==> config.mk <==
export PLATFORM = sky130hd
export DESIGN_NAME = instr_fetch_unit
export DESIGN_NICKNAME = d
export VERILOG_FILES = /design/src/rtl/cpu_pkg.sv /design/src/rtl/ifu_queue.sv /design/src/rtl/instr_fetch_unit.sv
export SDC_FILE = /design/constraint.sdc
export NUM_CORES = 1
export LEC_CHECK = 0
export CORE_UTILIZATION = 45
export CTS_CLUSTER_SIZE = 12
export DETAILED_ROUTE_END_ITERATION = 10
export PLACE_DENSITY = 0.63
export SYNTH_ARGS = -nofsm -noshare
export SYNTH_HDL_FRONTEND = slang
export SYNTH_SLANG_ARGS = --single-unit
==> constraint.sdc <==
create_clock -name clk -period 10.1 [get_ports clk]
set_clock_uncertainty 0.1 [all_clocks]
set_input_delay 2.02 -clock clk [delete_from_list [all_inputs] [get_ports clk]]
set_output_delay 2.02 -clock clk [all_outputs]
set_load 0.02 [all_outputs]
==> src/rtl/cpu_pkg.sv <==
// ============================================================================
// cpu_pkg : shared fetch-stage defaults and fetch FSM state encoding
// Rev 1.0 : initial release
// ============================================================================
`default_nettype none

package cpu_pkg;

  localparam int              C_PC_W     = 16;
  localparam int              C_INSTR_W  = 32;
  localparam int              C_DEPTH    = 4;
  localparam logic [15:0]     C_RESET_PC = 16'h0000;

  typedef enum logic [1:0] {
    FS_IDLE  = 2'd0,
    FS_RUN   = 2'd1,
    FS_REDIR = 2'd2
  } fetch_state_e;

endpackage

`default_nettype wire

==> src/rtl/ifu_queue.sv <==
// ============================================================================
// ifu_queue : synchronous IR FIFO carrying {pc, instruction} with flush
// Rev 1.0 : initial release
// ============================================================================
`default_nettype none

module ifu_queue #(
  parameter int PC_W    = 16,
  parameter int INSTR_W = 32,
  parameter int DEPTH   = 4,
  parameter int CW      = $clog2(DEPTH + 1)
) (
  input  logic               clk,
  input  logic               rstn,
  input  logic               i_flush,
  input  logic               i_push,
  input  logic [PC_W-1:0]    i_push_pc,
  input  logic [INSTR_W-1:0] i_push_data,
  input  logic               i_pop,
  output logic               o_valid,
  output logic [PC_W-1:0]    o_head_pc,
  output logic [INSTR_W-1:0] o_head_data,
  output logic [CW-1:0]      o_count
);

  localparam int PW = (DEPTH > 1) ? $clog2(DEPTH) : 1;

  logic [PC_W-1:0]    r_mem_pc   [DEPTH];
  logic [INSTR_W-1:0] r_mem_data [DEPTH];
  logic [PW-1:0]      r_wr;
  logic [PW-1:0]      r_rd;
  logic [CW-1:0]      r_count;
  logic [PC_W-1:0]    r_head_pc;
  logic [INSTR_W-1:0] r_head_data;

  logic               w_pop;
  logic [PW-1:0]      w_rd_nxt;
  logic [CW-1:0]      w_remain;
  logic [CW-1:0]      w_cnt_nxt;

  assign w_pop     = i_pop && (r_count != '0);
  assign w_rd_nxt  = r_rd + PW'(w_pop);
  assign w_remain  = r_count - CW'(w_pop);
  assign w_cnt_nxt = w_remain + CW'(i_push);

  always_ff @(posedge clk) begin
    if (i_push && !i_flush) begin
      r_mem_pc[r_wr]   <= i_push_pc;
      r_mem_data[r_wr] <= i_push_data;
    end
  end

  // Head is registered; when the queue is about to hold only the incoming
  // word, it is taken straight from the push port since memory is not yet written.
  always_ff @(posedge clk or negedge rstn) begin
    if (!rstn) begin
      r_wr        <= '0;
      r_rd        <= '0;
      r_count     <= '0;
      r_head_pc   <= '0;
      r_head_data <= '0;
    end else if (i_flush) begin
      r_wr    <= '0;
      r_rd    <= '0;
      r_count <= '0;
    end else begin
      r_wr    <= r_wr + PW'(i_push);
      r_rd    <= w_rd_nxt;
      r_count <= w_cnt_nxt;
      if (w_cnt_nxt != '0) begin
        if (w_remain == '0) begin
          r_head_pc   <= i_push_pc;
          r_head_data <= i_push_data;
        end else begin
          r_head_pc   <= r_mem_pc[w_rd_nxt];
          r_head_data <= r_mem_data[w_rd_nxt];
        end
      end
    end
  end

  a_no_push_full: assert property (@(posedge clk) disable iff (!rstn)
    !(i_push && !i_flush && (r_count == CW'(DEPTH))));

  assign o_valid     = (r_count != '0);
  assign o_head_pc   = r_head_pc;
  assign o_head_data = r_head_data;
  assign o_count     = r_count;

endmodule

`default_nettype wire

==> src/rtl/instr_fetch_unit.sv <==
// ============================================================================
// instr_fetch_unit : PC, credit-limited imem requests, redirect/flush, IR queue
// Rev 1.0 : initial release
// ============================================================================
`default_nettype none

module instr_fetch_unit
  import cpu_pkg::*;
#(
  parameter int              PC_W     = C_PC_W,
  parameter int              INSTR_W  = C_INSTR_W,
  parameter int              DEPTH    = C_DEPTH,
  parameter logic [PC_W-1:0] RESET_PC = PC_W'(C_RESET_PC)
) (
  input  logic               clk,
  input  logic               rstn,
  input  logic               fetch_en,
  input  logic               redirect,
  input  logic [PC_W-1:0]    redirect_pc,
  output logic               imem_req,
  output logic [PC_W-1:0]    imem_addr,
  input  logic [INSTR_W-1:0] imem_rdata,
  output logic               ir_valid,
  output logic [INSTR_W-1:0] ir_data,
  output logic [PC_W-1:0]    ir_pc,
  input  logic               ir_ready
);

  localparam int CW = $clog2(DEPTH + 1);

  fetch_state_e    r_state;
  fetch_state_e    w_state_nxt;
  logic [PC_W-1:0] r_pc;
  logic            r_inflight;
  logic [PC_W-1:0] r_infl_pc;

  logic [CW-1:0]   w_count;
  logic            w_credit;
  logic            w_req;
  logic            w_kill;
  logic            w_push;

  // Credit counts the in-flight slot so a response always finds a free entry.
  assign w_credit = ({1'b0, w_count} + (CW+1)'(r_inflight)) < (CW+1)'(DEPTH);
  assign w_req    = rstn && fetch_en && !redirect && w_credit;
  assign w_kill   = redirect;
  assign w_push   = r_inflight && !w_kill;

  always_ff @(posedge clk or negedge rstn) begin
    if (!rstn) begin
      r_state    <= FS_IDLE;
      r_pc       <= RESET_PC;
      r_inflight <= 1'b0;
      r_infl_pc  <= '0;
    end else begin
      r_state    <= w_state_nxt;
      r_inflight <= w_req;
      if (w_req) begin
        r_infl_pc <= r_pc;
      end
      if (redirect) begin
        r_pc <= redirect_pc;
      end else begin
        r_pc <= r_pc + PC_W'(w_req);
      end
    end
  end

  always_comb begin
    w_state_nxt = FS_IDLE;
    if (redirect) begin
      w_state_nxt = FS_REDIR;
    end else begin
      case (r_state)
        FS_REDIR: w_state_nxt = fetch_en ? FS_RUN : FS_IDLE;
        default:  w_state_nxt = w_req ? FS_RUN : FS_IDLE;
      endcase
    end
  end

  ifu_queue #(
    .PC_W    (PC_W),
    .INSTR_W (INSTR_W),
    .DEPTH   (DEPTH),
    .CW      (CW)
  ) u_queue (
    .clk         (clk),
    .rstn        (rstn),
    .i_flush     (redirect),
    .i_push      (w_push),
    .i_push_pc   (r_infl_pc),
    .i_push_data (imem_rdata),
    .i_pop       (ir_ready),
    .o_valid     (ir_valid),
    .o_head_pc   (ir_pc),
    .o_head_data (ir_data),
    .o_count     (w_count)
  );

  assign imem_req  = w_req;
  assign imem_addr = r_pc;

endmodule

`default_nettype wire

==> reports/qor.csv, run 1 <==
metric,value,unit
place.port_buffers,118,
grtUsageTotal,0.1893,
synth_largest_area_cell,edfxtp_1,
setup_viol,0,
relSlewSlack,0.2951,
period_needed,6.703,ns
post-route-period-util,0.6637,
clock_path_buffers,3,
drive_above_1_share,0.2280,
fmaxAchievable,149.2,MHz
cts_tree,done,
synth.top_cell.area_share,0.5274,
hp-class,register to register,
fill_cells,1859,
netlist_area,0.01093,mm^2
ant_nets,0,
worstSetupPathType,input port to output port,
die-area,0.02492,mm^2
worst_pin_slew,1.057,ns
num_io_pins,119,
syn-mean-instance-area,18.66,um^2
clkTransAtPathRegs,0.06,ns
grt_pass1_vias,6136,
h-tree-depth,1,
crit_path_max_fanout,41,
core.rowCount,56,
final_net_count,776,
synth-seq-cells,280,
post_drt_wl_per_cell,21.51,um
antenna_cells,0,
overflow,0,
postCtsSetupRepairBufs,0,
post-synth-top-count-cell,edfxtp_1,
dieHeight,157.9,um
via_per_inst,5.510,
area_growth,22.74,%
initial_core_util,0.4616,
setup_ws,3.397,ns
ys_types,34,
ys.warnings.count,0,
grt_start_max_net_pins,64,
synth-main-ff-cell,edfxtp_1,
synth_common_cells,"edfxtp_1 (192), dfrtp_1 (88), mux4_2 (48), nand2b_1 (48), o221a_2 (43)",
synthArstFlopShare,0.3143,
clk_latency,0.53,ns
cp.arrival,4.58,ns
ir_drop,0.2350,mV
hold_buffers,0,
start_kind,input port,
coreArea,0.02368,mm^2
hpwl,13060,um
max-cap-violations,0,
fin_setup_tns,0,ns
antenna_found_initial,0,
dr.pass1.iters,4,
cp-end-kind,output port,
cts-root-buf,clkbuf_16,
routed_wl,22710,um
drc,0,
drt_first_iter_violations,295,
pre_cts_slack,3.373,ns
num_vias,5819,
outcome,completed,
required,7.98,ns
gp_congestion,0.8450,
synthCells,586,
cts_resized,0,
power.density,306.6,mW/mm^2
slew_violations,0,
synth.top_cells.by_area,"edfxtp_1 (53%), dfrtp_1 (20%), mux4_2 (9.9%), o221a_2 (4.4%), nand2b_1 (2.7%)",
grt_pass1_wl,35250,um
hold_viol,0,
leakage,4.554,nW
clock-sinks,280,
synth_edf_count,192,
die_x,157.9,um
rsz0062_at_grt,false,
synth_seq_area_share,0.7288,
syn_nets,647,
cts_buffers,29,
per-layer routing:
metal	wire length, um	track usage	vias to the layer above	share of wire
li1	-	-	2586	-
met1	9883	0.2546	3041	0.44
met2	11250	0.3178	163	0.50
met3	1228	0.03477	29	0.054
met4	348	0.04901	0	0.015
met5	0	0	-	0
per-stage QoR:
stage                     utilization  cells  power, mW  cell area [um^2]  hold WS [ns]
after floorplan                     -    586      2.628             10930        0.3830
after global placement         0.5286   1003      3.127             12520        0.4105
after detailed placement       0.5286   1003      3.165             12520        0.4285
after CTS                      0.5666   1056      4.165             13420        0.4405
after global routing           0.5666   1056      4.328             13420        0.4643
final                          0.5666   1056      4.114             13420        0.4364
registers in the layout (all words and copies together) (netlist names), 2 cells and up:
| signal | cells |
|---|---|
| u_queue.o_head_data | 32 |
| u_queue.r_mem_data | 128 |
| r_infl_pc | 16 |
| u_queue.o_count | 3 |
| u_queue.o_head_pc | 16 |
| imem_addr | 16 |
| u_queue.r_wr | 2 |
| u_queue.r_rd | 2 |
| u_queue.r_mem_pc | 64 |
area by class of cell:
cell class,count,area (um^2),area share
timing repair buffer,130,1269,0.09455
multi-input combinational,266,2854,0.2127
clock buffer,49,850.8,0.06340
sequential,280,7968,0.5938
inverter,8,30.03,0.002238
tap,319,399.1,0.02974
clock inverter,4,48.80,0.003636
power by group:
part / internal [mW] / switching, mW / leakage [nW]
clock: 0.594 / 0.409 / 0.437
combinational: 0.798 / 0.768 / 1.36
sequential: 1.42 / 0.125 / 2.76
kinds of logic (layout without fill, tap and decap cells):
kind of cell | count (synthesis) | after routing | share of synthesized area
muxes | 64 | 64 | 0.1154
and+or+nand+nor | 108 | 108 | 0.05562
AOI/OAI and AO/OA | 68 | 68 | 0.05905
buffers and inverters | 40 | 191 | 0.01694
DFF | 280 | 280 | 0.7288
xor gates and xnor gates | 18 | 18 | 0.01511
adders and majority gates | 8 | 8 | 0.009156
cell usage in the layout (no fill, tap or decap), types with 2 or more instances in the layout:
| master | instances |
|---|---|
| edfxtp_1 | 192 |
| clkdlybuf4s50_1 | 117 |
| dfrtp_1 | 88 |
| mux4_2 | 48 |
| nand2b_1 | 48 |
| o221a_2 | 43 |
| clkbuf_16 | 29 |
| nand2_1 | 22 |
| o21ai_0 | 16 |
| mux2_2 | 16 |
| clkbuf_1 | 15 |
| buf_4 | 13 |
| xnor2_1 | 11 |
| inv_1 | 8 |
| ha_1 | 7 |
| nor2b_1 | 6 |
| nand4_1 | 6 |
| nor2_1 | 5 |
| nor4_1 | 5 |
| xor2_1 | 5 |
| o221a_1 | 5 |
| clkbuf_8 | 5 |
| nand3_1 | 4 |
| nor3_1 | 4 |
| clkinv_2 | 2 |
critical path: stages:
cell,delay [ns]
clkdlybuf4s50_1,0.42
buf_4,0.27
nor2_1,0.14
nand4_1,0.71
inv_1,0.35
clkdlybuf4s50_1,0.66
final timing paths:
kind | startpoint | depth (start not counted) | endpoint | slack, ns
max | redirect | 6 | imem_req | 3.40
min | r_infl_pc[14] | 0 | u_queue.r_mem_pc[0][14] | 0.44
max reg2reg | u_queue.o_count[0] | 11 | u_queue.o_head_pc[15] | 6.04
min reg2reg | r_infl_pc[14] | 0 | u_queue.r_mem_pc[0][14] | 0.44
max in group asynchronous | rstn | 2 | u_queue.o_head_data[27] | 7.34
min in group asynchronous | rstn | 1 | u_queue.o_head_data[17] | 1.33
(Power assumes the default switching activity.)
==> run 2: changes to the inputs <==
Clock period 10.1 ns to 6.64 ns, I/O delays scaled along.
==> run 2 against run 1 <==
Effect of this change: cell area rose by 0.14%; largest power group unchanged; combinational power increased by 52%; critical path type unchanged; largest cell class unchanged; utilization is 0.079 points higher; global-route usage rose by 0.39 points; clock-buffer cell count is 1 lower; power is 53% higher; non-clock buffer count increased by 1.
==> reports/qor.csv, run 2 (same netlist as run 1, synthesis figures left out) <==
metric,value,unit,change
critPathMaxStageDelay,0.83,ns,+0.12 ns
hp-class,register to register,,
overflow,0,,unchanged
antenna_cells,0,,unchanged
power_switching_share,0.3142,,-0.002181
area_growth,22.91,%,
cts_tree,done,,
clkTransAtPathRegs,0.06,ns,about the same
layout_commonest_cell,edfxtp_1,,
fmaxAchievable,195.6,MHz,
gp_congestion,0.8488,,+0.45%
post_drt_wl_per_cell,21.66,um,+0.70%
die-area,0.02492,mm^2,unchanged
cts_resized,0,,unchanged
place.port_buffers,118,,unchanged
num_vias,5778,,-0.70%
p_int,4.305,mW,+53%
required,5.21,ns,-2.77 ns
crit_slowest_cell,clkdlybuf4s50_1,,
grt_pass1_vias,6265,,+2.1%
core.rowCount,56,,unchanged
regMostFlops,u_queue.r_mem_data,,
power.density,467.2,mW/mm^2,+52%
largest_reg_flops,128,,unchanged
post_dp_cell_area,0.01253,mm^2,about the same
via_per_inst,5.466,,-0.80%
power_frac_seq,0.375,,about the same
dieHeight,157.9,um,unchanged
crit_path_max_fanout,31,,-24%
layoutNonFillerInstCount,1057,,+0.095%
postCtsSetupRepairBufs,0,,unchanged
cts-root-buf,clkbuf_16,,
drt_first_iter_violations,304,,+3.1%
cts_buffers,29,,unchanged
cp-end-kind,output port,,
ant_nets,0,,unchanged
clock-sinks,280,,unchanged
hpwl,13700,um,+4.8%
h-tree-depth,1,,unchanged
rsz0062_at_grt,false,,
place_inst,1004,,+0.10%
clock_power_share,0.246,,+0.002
final_net_count,777,,+0.13%
grt_start_max_net_pins,60,,-6.3%
path_cells,"clkdlybuf4s50_1, buf_4, nor2_1, nand4_1, buf_4, inv_1, clkdlybuf4s50_1",,
num_io_pins,119,,unchanged
outcome,completed,,
worst_pin_slew,1.046,ns,-0.01180 ns
worstSetupPathType,input port to output port,,
hold_viol,0,,unchanged
fin_setup_tns,0,ns,unchanged
ir_drop,0.2910,mV,+24%
stdcell_area,0.01344,mm^2,+0.14%
layout_common_cells,"edfxtp_1 (192), clkdlybuf4s50_1 (117), dfrtp_1 (88)",,
period_needed,5.112,ns,
clock_path_buffers,3,,unchanged
drc,0,,unchanged
post-route-period-util,0.7700,,
setup_viol,0,,unchanged
initial_core_util,0.4616,,unchanged
clk_latency,0.52,ns,about the same
hold_buffers,0,,unchanged
slew_violations,0,,unchanged
switching_power,1.973,mW,+52%
antenna_found_initial,0,,unchanged
combPwrFrac,0.379,,-0.002
drive_above_1_share,0.2276,,-0.0003089
max-cap-violations,0,,unchanged
reg2reg_depth,11,,unchanged
grt_pass1_wl,36020,um,+2.2%
routed_wl,22890,um,+0.79%
whs_path_depth,0,,unchanged
die_x,157.9,um,unchanged
relSlewSlack,0.3013,,+0.006214
coreArea,0.02368,mm^2,unchanged
grtUsageTotal,0.1932,,+0.003905
leakage,4.563,nW,+0.19%
cp.arrival,3.68,ns,-0.90 ns
dr.pass1.iters,4,,unchanged
start_kind,input port,,
==> run 2: cell count changes in the layout (fill, tap and decap cells not counted), sizes merged <==
cell / delta
clkbuf: -1
bufinv: +1
buf: +1
==> run 2: per-stage QoR <==
stage | power, mW | worst slack, ns | util | hold WS (ns)
4_1_cts | 6.362 | 1.505 | 0.5674 | 0.4468
3_5_place_dp | 4.816 | 1.520 | 0.5290 | 0.4238
2_1_floorplan | 3.997 | 0.6595 | - | 0.3830
5_1_grt | 6.595 | 1.329 | 0.5674 | 0.4714
3_3_place_gp | 4.743 | 1.561 | 0.5290 | 0.4031
6_report | 6.278 | 1.528 | 0.5674 | 0.4420
==> run 2: power groups by stage <==
| stage | Sequential, mW | Clock (mW) | Combinational, mW |
|---|---|---|---|
| global route | 2.38 | 1.64 | 2.57 |
| detailed placement | 2.39 | 0 | 2.43 |
| floorplan | 2.51 | 0 | 1.49 |
| global placement | 2.38 | 0 | 2.37 |
| finish | 2.35 | 1.54 | 2.38 |
| CTS | 2.36 | 1.58 | 2.43 |
==> run 2: final timing paths <==
kind,from,to,slack (ns)
worst min-delay path,r_infl_pc[9],u_queue.r_mem_pc[1][9],0.44
min in group asynchronous,rstn,u_queue.o_head_data[17],0.67
max in group asynchronous,rstn,r_infl_pc[9],4.55
worst min register to register,r_infl_pc[9],u_queue.r_mem_pc[1][9],0.44
worst max register to register,u_queue.o_count[0],u_queue.o_head_data[1],2.69
worst max-delay path,redirect,imem_req,1.53
==> run 2: area by class of cell <==
type	instances	area, um^2
clock inverters	5	73.82
clock buffers	48	837.1
well taps	319	399.1
flip-flops and latches	280	7968
inverters	8	30.03
fillers	1856	10240
repair buffers	131	1276
multi-input cells	266	2854
==> run 2: metal layers <==
| metal | vias up | track usage | part of all wire |
|---|---|---|---|
| li1 | 2588 | - | - |
| met3 | 34 | 0.03504 | 0.057 |
| met2 | 179 | 0.3327 | 0.51 |
| met5 | - | 0 | 0 |
| met1 | 2977 | 0.2552 | 0.42 |
| met4 | 0 | 0.04392 | 0.015 |
==> run 2: worst max-delay path: cells and delay by family <==
| kind | cells | cell delay (ns) |
|---|---|---|
| buf+inv | 5 | 2.17 |
| simple gates | 2 | 0.17 |
==> run 3: changes to the inputs <==
Clock period 6.64 ns to 5 ns, I/O delays scaled along.
==> run 3 against run 2 <==
Effect of this change: non-clock buffer count up 5; highest routed layer unchanged; routed wire length down 0.67%; combinational power up 35%; sequential share of layout area down 0.35 points; critical path type unchanged; setup slack worse by 0.45 ns; first-iteration DRC count down 1.6%; critical path depth down 1; sequential cell count unchanged; utilization up 0.34 points; cell area up 0.60%.
==> reports/qor.csv, run 3 (same netlist as run 1, synthesis figures left out) <==
metric,value,unit,change
post_dp_cell_area,0.01261,mm^2,+0.65%
slew_violations,0,,unchanged
rsz0062_at_grt,false,,
clock-sinks,280,,unchanged
setup_viol,0,,unchanged
r2r_slack,1.35,ns,-1.34 ns
die-area,0.02492,mm^2,unchanged
postCtsSetupRepairBufs,0,,unchanged
clkTransAtPathRegs,0.06,ns,about the same
post-route-period-util,0.7836,,
period_needed,3.918,ns,
place.port_buffers,118,,unchanged
coreArea,0.02368,mm^2,unchanged
whs_path_depth,0,,unchanged
overflow,0,,unchanged
min_delay_worst_endpoint,u_queue.r_mem_pc[2][7],,
largest_reg_flops,128,,unchanged
area_growth,23.64,%,
min_from,r_infl_pc[7],,
grt_start_max_net_pins,56,,-6.7%
drc,0,,unchanged
critPathMostFrequentCell,clkdlybuf4s50_1,,
grtUsageTotal,0.1904,,-0.002847
max-cap-violations,0,,unchanged
start_kind,input port,,
grt_pass1_wl,35490,um,-1.5%
leakage,4.598,nW,+0.77%
ir_drop,0.3974,mV,+37%
fmaxAchievable,255.2,MHz,
worst_pin_slew,0.8069,ns,-0.2387 ns
cts-root-buf,clkbuf_16,,
fin_setup_tns,0,ns,unchanged
relSlewSlack,0.4620,,+0.1608
reg2reg_depth,9,,-2
path_cells,"clkdlybuf4s50_1, nor2_1, nand4_1, buf_4, inv_1, clkdlybuf4s50_1",,
clock_path_buffers,3,,unchanged
hp-class,register to register,,
initial_core_util,0.4616,,unchanged
r2r-end,u_queue.o_head_data[30],,
antenna_cells,0,,unchanged
post_drt_wl_per_cell,21.41,um,-1.1%
critPathMaxStageDelay,0.63,ns,-0.20 ns
outcome,completed,,
routed_wl,22740,um,-0.67%
crit_path_max_fanout,20,,-35%
antenna_found_initial,0,,unchanged
power.density,618.4,mW/mm^2,+32%
dr.pass1.iters,4,,unchanged
stdcell_area,0.01352,mm^2,+0.60%
cp.arrival,2.82,ns,-0.86 ns
hpwl,13690,um,about the same
clock_power_share,0.242,,-0.004
switching_power,2.630,mW,+33%
crit_slowest_cell,clkdlybuf4s50_1,,
cp-end-kind,output port,,
pre_cts_slack,0.7311,ns,-0.7891 ns
layout_commonest_cell,edfxtp_1,,
hold_buffers,0,,unchanged
setup_ws,1.082,ns,-0.4456 ns
rr_startpoint,u_queue.o_count[0],,
grt_pass1_vias,6330,,+1.0%
cts_buffers,29,,unchanged
drt_first_iter_violations,299,,-1.6%
num_vias,5767,,-0.19%
die_x,157.9,um,unchanged
core.rowCount,56,,unchanged
gp_congestion,0.7978,,-6.0%
dieHeight,157.9,um,unchanged
clk_latency,0.54,ns,+0.02 ns
path_buf_inv,4,,-1
required,3.90,ns,-1.31 ns
crit_family,buffers and inverters,,
num_io_pins,119,,unchanged
cts_resized,0,,unchanged
power_switching_share,0.3146,,+0.0003741
hold_viol,0,,unchanged
final_util,0.5708,,+0.003382
drive_above_1_share,0.2355,,+0.007889
via_per_inst,5.430,,-0.66%
h-tree-depth,1,,unchanged
ant_nets,0,,unchanged
final_net_count,782,,+0.64%
cts_tree,done,,
worstSetupPathType,input port to output port,,
p_int,5.730,mW,+33%
power_frac_seq,0.373,,-0.002
layout_common_cells,"edfxtp_1 (192), clkdlybuf4s50_1 (117), dfrtp_1 (88)",,
regMostFlops,u_queue.r_mem_data,,
combPwrFrac,0.384,,+0.005
[run 3: cell types whose count changed in the layout (fill, tap and decap cells not counted), moves of 2 or more]
| cell | change |
|---|---|
| buf_12 | +3 |
| clkbuf_8 | +3 |
| buf_4 | +2 |
| bufinv_16 | -2 |
| clkbuf_1 | -2 |
[run 3: cell type report]
type | count | area, um^2
Multi-Input combinational cell | 266 | 2860
Timing Repair Buffer | 136 | 1351
Clock inverter | 3 | 13.76
Inverter | 8 | 30.03
Sequential cell | 280 | 7968
Clock buffer | 50 | 895.9
Fill cell | 1872 | 10160
Tap cell | 319 | 399.1
[run 3: power groups by stage]
stage / Sequential, mW / Combinational (mW) / Clock [mW]
final: 3.12 / 3.21 / 2.03
after global routing: 3.16 / 3.45 / 2.15
after CTS: 3.12 / 3.27 / 2.06
after detailed placement: 3.16 / 3.28 / 0
after global placement: 3.15 / 3.19 / 0
after floorplan: 3.33 / 1.97 / 0
[run 3: layer usage]
metal  GRT usage  routed length, um
met5           0                  0
met4     0.05363                438
met1      0.2457               9636
met2      0.3310              11490
met3     0.03258               1172
[run 3: worst reg2reg max path: cells and delay by family (launching register included)]
family	cells	cell delay, ns
buf+inv	1	0.50
fa+ha+maj	2	0.42
simple gates	2	0.67
compound gates	2	0.93
xor+xnor	2	0.57
flops	1	0.39
[run 3: worst max path at each step]
stage,startpoint,to,slack [ns],cells after the start
after floorplan,redirect,u_queue.r_mem_data[1][0],0.90,4
after global placement,ir_ready,u_queue.o_head_data[30],0.80,10
after detailed placement,ir_ready,u_queue.o_head_data[30],0.73,9
after CTS,redirect,imem_req,1.09,6
after global routing,redirect,imem_req,1.01,6
final,redirect,imem_req,1.08,6
[run 3: through the flow]
step / cells / power, mW / hold slack, ns
CTS: 1062 / 8.460 / 0.4430
detailed placement: 1009 / 6.441 / 0.4295
global placement: 1009 / 6.341 / 0.4085
finish: 1062 / 8.360 / 0.4337
floorplan: 586 / 5.308 / 0.3830
global route: 1062 / 8.761 / 0.4561
